`src/rtl/skel_pkg.sv`:
```
// Shared types and constants for the 3x3 kernel window feeder.
// Neighbour indices give the byte lane of each neighbour in the packed window
// (P1 centre, then clockwise from north, P9 north-west).
package skel_pkg;

    typedef logic [7:0] pixel_t;

    localparam int PIX_W = 8;
    localparam int WIN_W = 72;

    localparam int P1_IDX = 0;
    localparam int P2_IDX = 1;
    localparam int P3_IDX = 2;
    localparam int P4_IDX = 3;
    localparam int P5_IDX = 4;
    localparam int P6_IDX = 5;
    localparam int P7_IDX = 6;
    localparam int P8_IDX = 7;
    localparam int P9_IDX = 8;

endpackage

```
`src/rtl/kernel_line_buffer.sv`:
```
// One image row of pixel storage, indexed by column.
// Reads are combinational so the old value is visible in the same cycle it is overwritten.
// Out-of-range indices read as zero and never write, so the memory stays exactly N deep.
module kernel_line_buffer
    import skel_pkg::*;
#(
    parameter int N       = 8,
    parameter int bitSize = 6
) (
    input  logic           clk,
    input  logic [bitSize:0] idx,
    input  logic           wr_en,
    input  pixel_t         wr_data,
    output pixel_t         rd_data
);

    localparam int CW = bitSize + 1;
    localparam int IW = $clog2(N);

    pixel_t mem [N];
    logic   in_range;

    assign in_range = (idx < CW'(N));
    assign rd_data  = in_range ? mem[idx[IW-1:0]] : '0;

    // Store the incoming pixel at the current column slot.
    always_ff @(posedge clk) begin
        if (wr_en && in_range) begin
            mem[idx[IW-1:0]] <= wr_data;
        end
    end

endmodule

```
`src/rtl/kernel_window_feeder.sv`:
```
// Raster-stream 3x3 window generator feeding the per-pixel kernel units.
// Pixels arrive row-major, one per handshake; two line buffers supply the rows above,
// and a 3x3 shift window produces one neighbourhood per interior pixel.
// Optional feature: define BINARIZE_EN to squash each incoming pixel to 0/1.
module kernel_window_feeder
    import skel_pkg::*;
#(
    parameter int N       = 8,
    parameter int bitSize = 6
) (
    input  logic               clk,
    input  logic               rst_n,
    input  logic               in_valid,
    output logic               in_ready,
    input  logic [PIX_W-1:0]   in_data,
    output logic               out_valid,
    input  logic               out_ready,
    output logic [WIN_W-1:0]   out_win,
    output logic [bitSize:0]   out_addr,
    output logic               out_last
);

    localparam int CW = bitSize + 1;
    localparam logic [CW-1:0] ONE  = CW'(1);
    localparam logic [CW-1:0] TWO  = CW'(2);
    localparam logic [CW-1:0] NW   = CW'(N);
    localparam logic [CW-1:0] LAST = CW'(N - 1);

    logic [CW-1:0]    col;
    logic [CW-1:0]    row;
    logic             acc;
    logic             emit;
    logic             last_pix;
    pixel_t           pix;
    pixel_t           rd0;
    pixel_t           rd1;
    pixel_t           win [3][3];
    pixel_t           sh  [3][3];
    logic [WIN_W-1:0] win_flat;
    logic [CW-1:0]    addr_calc;

    // A single output register with no skid: a new pixel is only taken when
    // the output slot is empty or being drained on this same edge.
    assign in_ready = ~out_valid | out_ready;
    assign acc      = in_valid & in_ready;

`ifdef BINARIZE_EN
    assign pix = (in_data != 8'd0) ? 8'd1 : 8'd0;
`else
    assign pix = in_data;
`endif

    // lb0 holds the previous row, lb1 the row before that; the value leaving lb0
    // cascades into lb1 at the same column.
    kernel_line_buffer #(.N(N), .bitSize(bitSize)) lb0 (
        .clk     (clk),
        .idx     (col),
        .wr_en   (acc),
        .wr_data (pix),
        .rd_data (rd0)
    );

    kernel_line_buffer #(.N(N), .bitSize(bitSize)) lb1 (
        .clk     (clk),
        .idx     (col),
        .wr_en   (acc),
        .wr_data (rd0),
        .rd_data (rd1)
    );

    assign emit      = acc && (row >= TWO) && (col >= TWO);
    assign last_pix  = (row == LAST) && (col == LAST);
    assign addr_calc = (row - ONE) * NW + (col - ONE);

    // Window as it will look after this pixel: shift left, new column on the right.
    always_comb begin
        for (int r = 0; r < 3; r++) begin
            sh[r][0] = win[r][1];
            sh[r][1] = win[r][2];
            sh[r][2] = '0;
        end
        sh[0][2] = rd1;
        sh[1][2] = rd0;
        sh[2][2] = pix;
    end

    // Pack the post-shift window into neighbour order around the centre.
    always_comb begin
        win_flat = '0;
        win_flat[P1_IDX*PIX_W +: PIX_W] = sh[1][1];
        win_flat[P2_IDX*PIX_W +: PIX_W] = sh[0][1];
        win_flat[P3_IDX*PIX_W +: PIX_W] = sh[0][2];
        win_flat[P4_IDX*PIX_W +: PIX_W] = sh[1][2];
        win_flat[P5_IDX*PIX_W +: PIX_W] = sh[2][2];
        win_flat[P6_IDX*PIX_W +: PIX_W] = sh[2][1];
        win_flat[P7_IDX*PIX_W +: PIX_W] = sh[2][0];
        win_flat[P8_IDX*PIX_W +: PIX_W] = sh[1][0];
        win_flat[P9_IDX*PIX_W +: PIX_W] = sh[0][0];
    end

    // Window contents are don't-care until refilled, so they carry no reset.
    always_ff @(posedge clk) begin
        if (acc) begin
            win <= sh;
        end
    end

    // Raster position; the last pixel of a frame wraps straight into the next frame.
    always_ff @(posedge clk) begin
        if (!rst_n) begin
            col <= '0;
            row <= '0;
        end else if (acc) begin
            if (col == LAST) begin
                col <= '0;
                row <= (row == LAST) ? '0 : row + ONE;
            end else begin
                col <= col + ONE;
            end
        end
    end

    // Output register: load on an interior pixel, retire on out_ready, else hold.
    always_ff @(posedge clk) begin
        if (!rst_n) begin
            out_valid <= 1'b0;
            out_last  <= 1'b0;
            out_win   <= '0;
            out_addr  <= '0;
        end else if (emit) begin
            out_valid <= 1'b1;
            out_last  <= last_pix;
            out_win   <= win_flat;
            out_addr  <= addr_calc;
        end else if (out_ready) begin
            out_valid <= 1'b0;
            out_last  <= 1'b0;
        end
    end

endmodule
```
`config.mk`:
```
export PLATFORM = sky130hd
export DESIGN_NAME = kernel_window_feeder
export DESIGN_NICKNAME = d
export VERILOG_FILES = /design/src/rtl/skel_pkg.sv /design/src/rtl/kernel_line_buffer.sv /design/src/rtl/kernel_window_feeder.sv
export SDC_FILE = /design/constraint.sdc
export NUM_CORES = 1
export LEC_CHECK = 0
export ABC_CLOCK_PERIOD_IN_PS = 3500
export CORE_ASPECT_RATIO = 1.25
export CORE_UTILIZATION = 50
export CTS_CLUSTER_DIAMETER = 80
export CTS_CLUSTER_SIZE = 28
export DETAILED_ROUTE_END_ITERATION = 8
export PLACE_DENSITY = 0.71
export SETUP_SLACK_MARGIN = 0.5
export SYNTH_ARGS = -nofsm -noshare
export SYNTH_HDL_FRONTEND = slang
export SYNTH_SLANG_ARGS = --single-unit
```
`constraint.sdc`:
```
create_clock -name clk -period 3.5 [get_ports clk]
set_input_delay 0.7 -clock clk [delete_from_list [all_inputs] [get_ports clk]]
set_output_delay 0.7 -clock clk [all_outputs]
set_load 0.005 [all_outputs]
```
## Word level (Yosys, flattened, before mapping)

Memories as Yosys holds them, arrays and structs flattened. A register that Yosys moved wholly into a read port is not among the register bits.
Index checks and enable logic that the tools add are counted.

- Flip-flop bits (word level): 143
- Input port bits: 12
- Bits in writable memories: 128
- Output and inout port bits: 82
- Memories: 2

Memories:

| memory | words | width | read ports | clocked after Yosys merged registers in | wr ports | line | source |
|---|---|---|---|---|---|---|---|
| lb0.mem | 8 | 8 | 1 | 1 | 1 | kernel_line_buffer.sv:20 | `pixel_t mem [N];` |
| lb1.mem | 8 | 8 | 1 | 1 | 1 | kernel_line_buffer.sv:20 |  |

- Bitwise operators: 3
- Add/subtract/negate cells: 5
- Reductions and logical operators: 6
- Order comparisons: 3
- Muxes and demuxes: 13
- Eq/ne operators: 2

Operators by type and width:

| kind | number |
|---|---|
| two-way mux 8 bit | 2 |
| adder 7 x 1 -> 7 bit, second input constant | 2 |
| == test 7 x 3 -> 1 bit, second input constant | 2 |
| >= comparator 7 x 2 -> 1 bit, second input constant | 2 |
| two-way mux 7 bit | 2 |
| two-way mux 3 bit | 4 |
| adder 7 bit | 1 |
| less-than comparator 7 x 4 -> 1 bit, second input constant | 1 |
| subtractor 7 x 1 -> 7 bit, second input constant | 1 |
| two-way mux 1 bit | 5 |
| logical AND 1 bit | 4 |
| subtractor 4 x 1 -> 4 bit, second input constant | 1 |
| AND reduction 2 bit | 1 |
| nonzero test 2 bit | 1 |
| bitwise AND 1 bit | 1 |
| NOT 1 bit | 1 |
| bitwise OR 1 bit | 1 |

## Logic depth before layout (Yosys ltp)

- Word-level depth: 6
- Gate-level depth with buffers: 10
- Mapped depth without buffers: 10

## Hierarchy

Synthesis repeated with hierarchy kept, for this count alone.

- Cell total of the unflattened synthesis: 818
- Area total of the unflattened synthesis: 10,493.8 sq um

By module, submodules not included:

| module | area an instance (sq um) | cells each | seq. area each (sq um) | instances |
|---|---|---|---|---|
| kernel_window_feeder | 5,255.0 | 518 | 3,343.2 | 1 |
| kernel_line_buffer at lb0 | 2,623.8 | 151 | 1,921.8 | 1 |
| kernel_line_buffer at lb1 | 2,615.0 | 149 | 1,921.8 | 1 |

## Worst setup path after synthesis

OpenSTA, ideal clock, no wires.

- Path kind: input to register
- From: input port out_ready
- To: memory lb0.mem[7][0] (netlist name), enable pin
- Buffers on the path: 0
- Slack: 487 ps
- Stages on the path: 5
- Required time: 3,111 ps
- Arrival time: 2,625 ps
- Cell sequence: nand2b_1 nand2_1 inv_2 nand3_1 nor2_1

- Word-level cells in the longest chain between the ends: 5

RTL lines:

| item | line | source |
|---|---|---|
| start: declaration | kernel_window_feeder.sv:17 | `input logic out_ready,` |
| bitwise OR 1 bit | kernel_window_feeder.sv:44 | `assign in_ready = ~out_valid \| out_ready;` |
| bitwise AND 1 bit | kernel_window_feeder.sv:45 | `assign acc = in_valid & in_ready;` |
| logical AND 1 bit | kernel_line_buffer.sv:28 | `if (wr_en && in_range) begin` |
| two-way mux 1 bit | kernel_line_buffer.sv:28 |  |
| two-way mux 1 bit (not written as such) | kernel_line_buffer.sv:29 | `mem[idx[IW-1:0]] <= wr_data;` |
| end: declaration | kernel_line_buffer.sv:20 |  |

No other way between the ends.

## Worst setup path in the final report

- From: input port out_ready
- To: output port in_ready

- Word-level cells in the longest chain between the ends: 1

RTL lines:

| item | line | source |
|---|---|---|
| bitwise OR 1 bit | kernel_window_feeder.sv:44 |  |
| end: declaration | kernel_window_feeder.sv:14 | `output logic in_ready,` |

No other way between the ends.

==> run_results.csv <==
group,metric,value,unit
setup_path,path_buf_inv,2,
layout,drive_gt1_share,8.96,%
power,p_int,4.43,mW
layout,num-nets-final,838,
power,p_clk_share,28.9,%
yosys,synth-compound-area-share,5.33,%
hold_path,hold_class,"register to register",
setup_path,crit_slowest_cell,"clkdlybuf4s50_1",
flow_run,max_cap_violations,0,
timing,period_share,74.0,%
clock_tree,htree_levels,1,
yosys,synth_top_flop_cell,"edfxtp_1",
place,dpl.hpwl,13400,µm
setup_path,required,2.80,ns
grt,antenna_found_initial,0,
yosys,synth_edf_count,176,
power,peakVddDrop,0.000305,V
timing,hold_violations,0,
grt,grt_pass1_wl,31800,µm
clock_tree,cts_buffers,13,
clock_tree,cts_tree,"yes",
clock_tree,postCtsSetupBuffers,0,
timing,slew_violations,0,
setup_path,critPathMaxStageDelay,0.54,ns
clock_tree,ctsHoldBuffers,0,
layout,area_growth,15.7,%
layout,layout_common_cells,"edfxtp_1 (176), nand2_1 (128), dfxtp_1 (97), clkdlybuf4s50_1 (93), a21oi_1 (67)",
power,cellPowerDensity,473,mW/mm²
power,p_sw_share,20.9,%
floorplanning,io_pins,94,
yosys,synth_fa_ha_area_share,2.15,%
clock_tree,cts_root_buf,"clkbuf_16",
clock_tree,cts.sinks,274,
layout,num-fill-cells,1539,
layout,antenna_cells,0,
status,status,"finished clean",
drt,final_antenna_net_count,0,
setup_path,crit_chain,"clkdlybuf4s50_1, nand2b_1, clkdlybuf4s50_1",
timing,maxSlewHeadroom,47.3,%
drt,num_vias,5948,
yosys,synth-simple-area-share,9.40,%
place,io_buffer_count,93,
grt,track_usage,20.0,%
setup_path,path_common_cell,"clkdlybuf4s50_1",
clock_tree,insertion_delay,0.47,ns
grt,grt_pass1_vias,5790,
yosys,syn-instance-count,723,
floorplanning,initial_core_util,50.9,%
timing,setup_viol,0,
timing,period_needed,2.59,ns
drt,drc,0,
drt,firstDrtPassIters,5,
floorplanning,die_x,130,µm
layout,final_common_cell,"edfxtp_1",
yosys,postSynth.asyncResetShare,0,%
timing,worst_pin_slew,0.790,ns
yosys,ys_seq_elements,274,
power,power_leakage,3.81,nW
yosys,syn_area_per_cell,14.2,µm²
power,p_switching,1.17,mW
drt,routed_wl,20200,µm
setup_path,crit_family,"buffers and inverters",
yosys,yosys-mux-area-fraction,8.61,%
timing,hold_slack,0.457,ns
place,gp_congestion,0.796,
floorplanning,dieArea,0.0210,mm²
power,p_comb_share,6.4,%
floorplanning,rows,58,
floorplanning,die_h,162,µm
grt,grt_overflow_total,0,
timing,clock_skew,0.0161,ns
clock_tree,ctsResizeCount,0,
yosys,synth_top_family_by_area,"simple AND/OR/NAND/NOR gates",
setup_path,critical_path_class,"primary input to primary output",
power,power.total,5.60,mW
yosys,yosysWarnings,0,
yosys,synth_cell_types,41,
power,p_seq_share,64.7,%
timing,rsz0062_at_grt,"no",
setup_path,cp-end-kind,"primary output",
floorplanning,core,0.0201,mm²
yosys,syn_nets,752,
drt,drtIter0Drc,534,
setup_path,arrival,1.89,ns
clock_tree,cts_buffer_depth,3,
clock_tree,clkTransAtPathRegs,0.10,ns
setup_path,start_kind,"primary input",
timing,finalSetupTns,0,ns
drt,via_per_inst,5.48,
yosys,synthXorXnorAreaFrac,1.28,%
yosys,ys_seq_area_share,70.8,%
drt,wl_per_cell,18.6,µm
setup_path,cp_max_fo,5,
yosys,syn_area,0.0102,mm²
grt,grt_max_degree,72,
timing,max_freq,386,MHz
Yosys cell counts (all sizes together), types with 2 or more instances:
| cell | number | share of area [%] |
|---|---|---|
| nor3 | 7 | 0.34 |
| dfxtp | 98 | 19 |
| nand3b | 2 | 0.15 |
| and3 | 5 | 0.35 |
| nand2 | 128 | 4.7 |
| mux2i | 16 | 1.6 |
| edfxtp | 176 | 52 |
| xnor2 | 10 | 0.86 |
| o21a | 4 | 0.29 |
| nand2b | 3 | 0.18 |
| buf | 20 | 1.2 |
| clkbuf | 19 | 0.70 |
| nand4 | 2 | 0.12 |
| o31ai | 16 | 1.2 |
| or2 | 2 | 0.12 |
| or3 | 2 | 0.12 |
| mux4 | 32 | 7.0 |
| nand3 | 23 | 1.2 |
| nor2 | 30 | 1.1 |
| a211oi | 2 | 0.20 |
| xor2 | 5 | 0.43 |
| ha | 16 | 2.0 |
| and2 | 6 | 0.37 |
| nor2b | 2 | 0.12 |
| o21ai | 5 | 0.24 |
| a21oi | 67 | 3.3 |
| or4 | 5 | 0.40 |
| inv | 15 | 0.55 |
through the flow:
| stage | utilization, % | instances | area [µm²] | worst slack, ns |
|---|---|---|---|---|
| 2_1_floorplan | - | 723 | 10200 | 0.730 |
| 3_3_place_gp | 57.1 | 1064 | 11500 | 0.805 |
| 3_5_place_dp | 57.1 | 1064 | 11500 | 0.735 |
| 4_1_cts | 58.9 | 1085 | 11800 | 0.900 |
| 5_1_grt | 58.9 | 1085 | 11800 | 0.883 |
| 6_report | 58.9 | 1085 | 11800 | 0.909 |
power by group through the flow:
stage / Sequential (mW) / Combinational [mW] / Clock [mW]
2_1_floorplan: 3.68 / 0.235 / 0
3_3_place_gp: 3.69 / 0.355 / 0
3_5_place_dp: 3.70 / 0.366 / 0
4_1_cts: 3.62 / 0.367 / 1.66
5_1_grt: 3.63 / 0.391 / 1.76
6_report: 3.62 / 0.360 / 1.62
metal layers:
metal | up-vias | track usage (%) | share of wire (%)
met2 | 173 | 34.1 | 50
met1 | 2971 | 27.7 | 44
met5 | - | 0 | 0
met3 | 20 | 1.94 | 4.5
met4 | 0 | 4.65 | 1.6
li1 | 2784 | - | -
cell families after synthesis:
family,count (synthesis)
AO/OA/AOI/OAI,96
XOR/XNOR,15
adder cells (fa/ha/maj),17
buffers and inverters,54
flip-flops,274
multiplexers,48
AND/OR/NAND/NOR,219
sequential cells by signal, summed over array words and instances (netlist names), named ones only:
| name | count |
|---|---|
| col | 7 |
| lb0.mem | 64 |
| lb1.mem | 64 |
| out_addr | 7 |
| out_last | 1 |
| out_valid | 1 |
| out_win | 72 |
| row | 7 |
| sh | 48 |
path summary, 6_finish.rpt:
kind,from,to,slack [ns],cells past startpoint
max,out_ready,in_ready,0.91,3
min,sh[35],sh[43],0.46,0
max reg2reg,col[3],lb0.mem[6][3],1.07,4
min reg2reg,sh[35],sh[43],0.46,0
area by class of cell:
| cell class | instances | area, µm² | area share [%] |
|---|---|---|---|
| sequential | 274 | 7250 | 61.2 |
| inverter | 15 | 56.3 | 0.475 |
| tap | 270 | 338 | 2.85 |
| clock buffer | 20 | 352 | 2.97 |
| timing repair buffer | 110 | 1100 | 9.26 |
| multi-input combinational | 395 | 2740 | 23.2 |
| clock inverter | 1 | 8.76 | 0.0740 |
No activity file was read; power rests on OpenSTA's default activity.
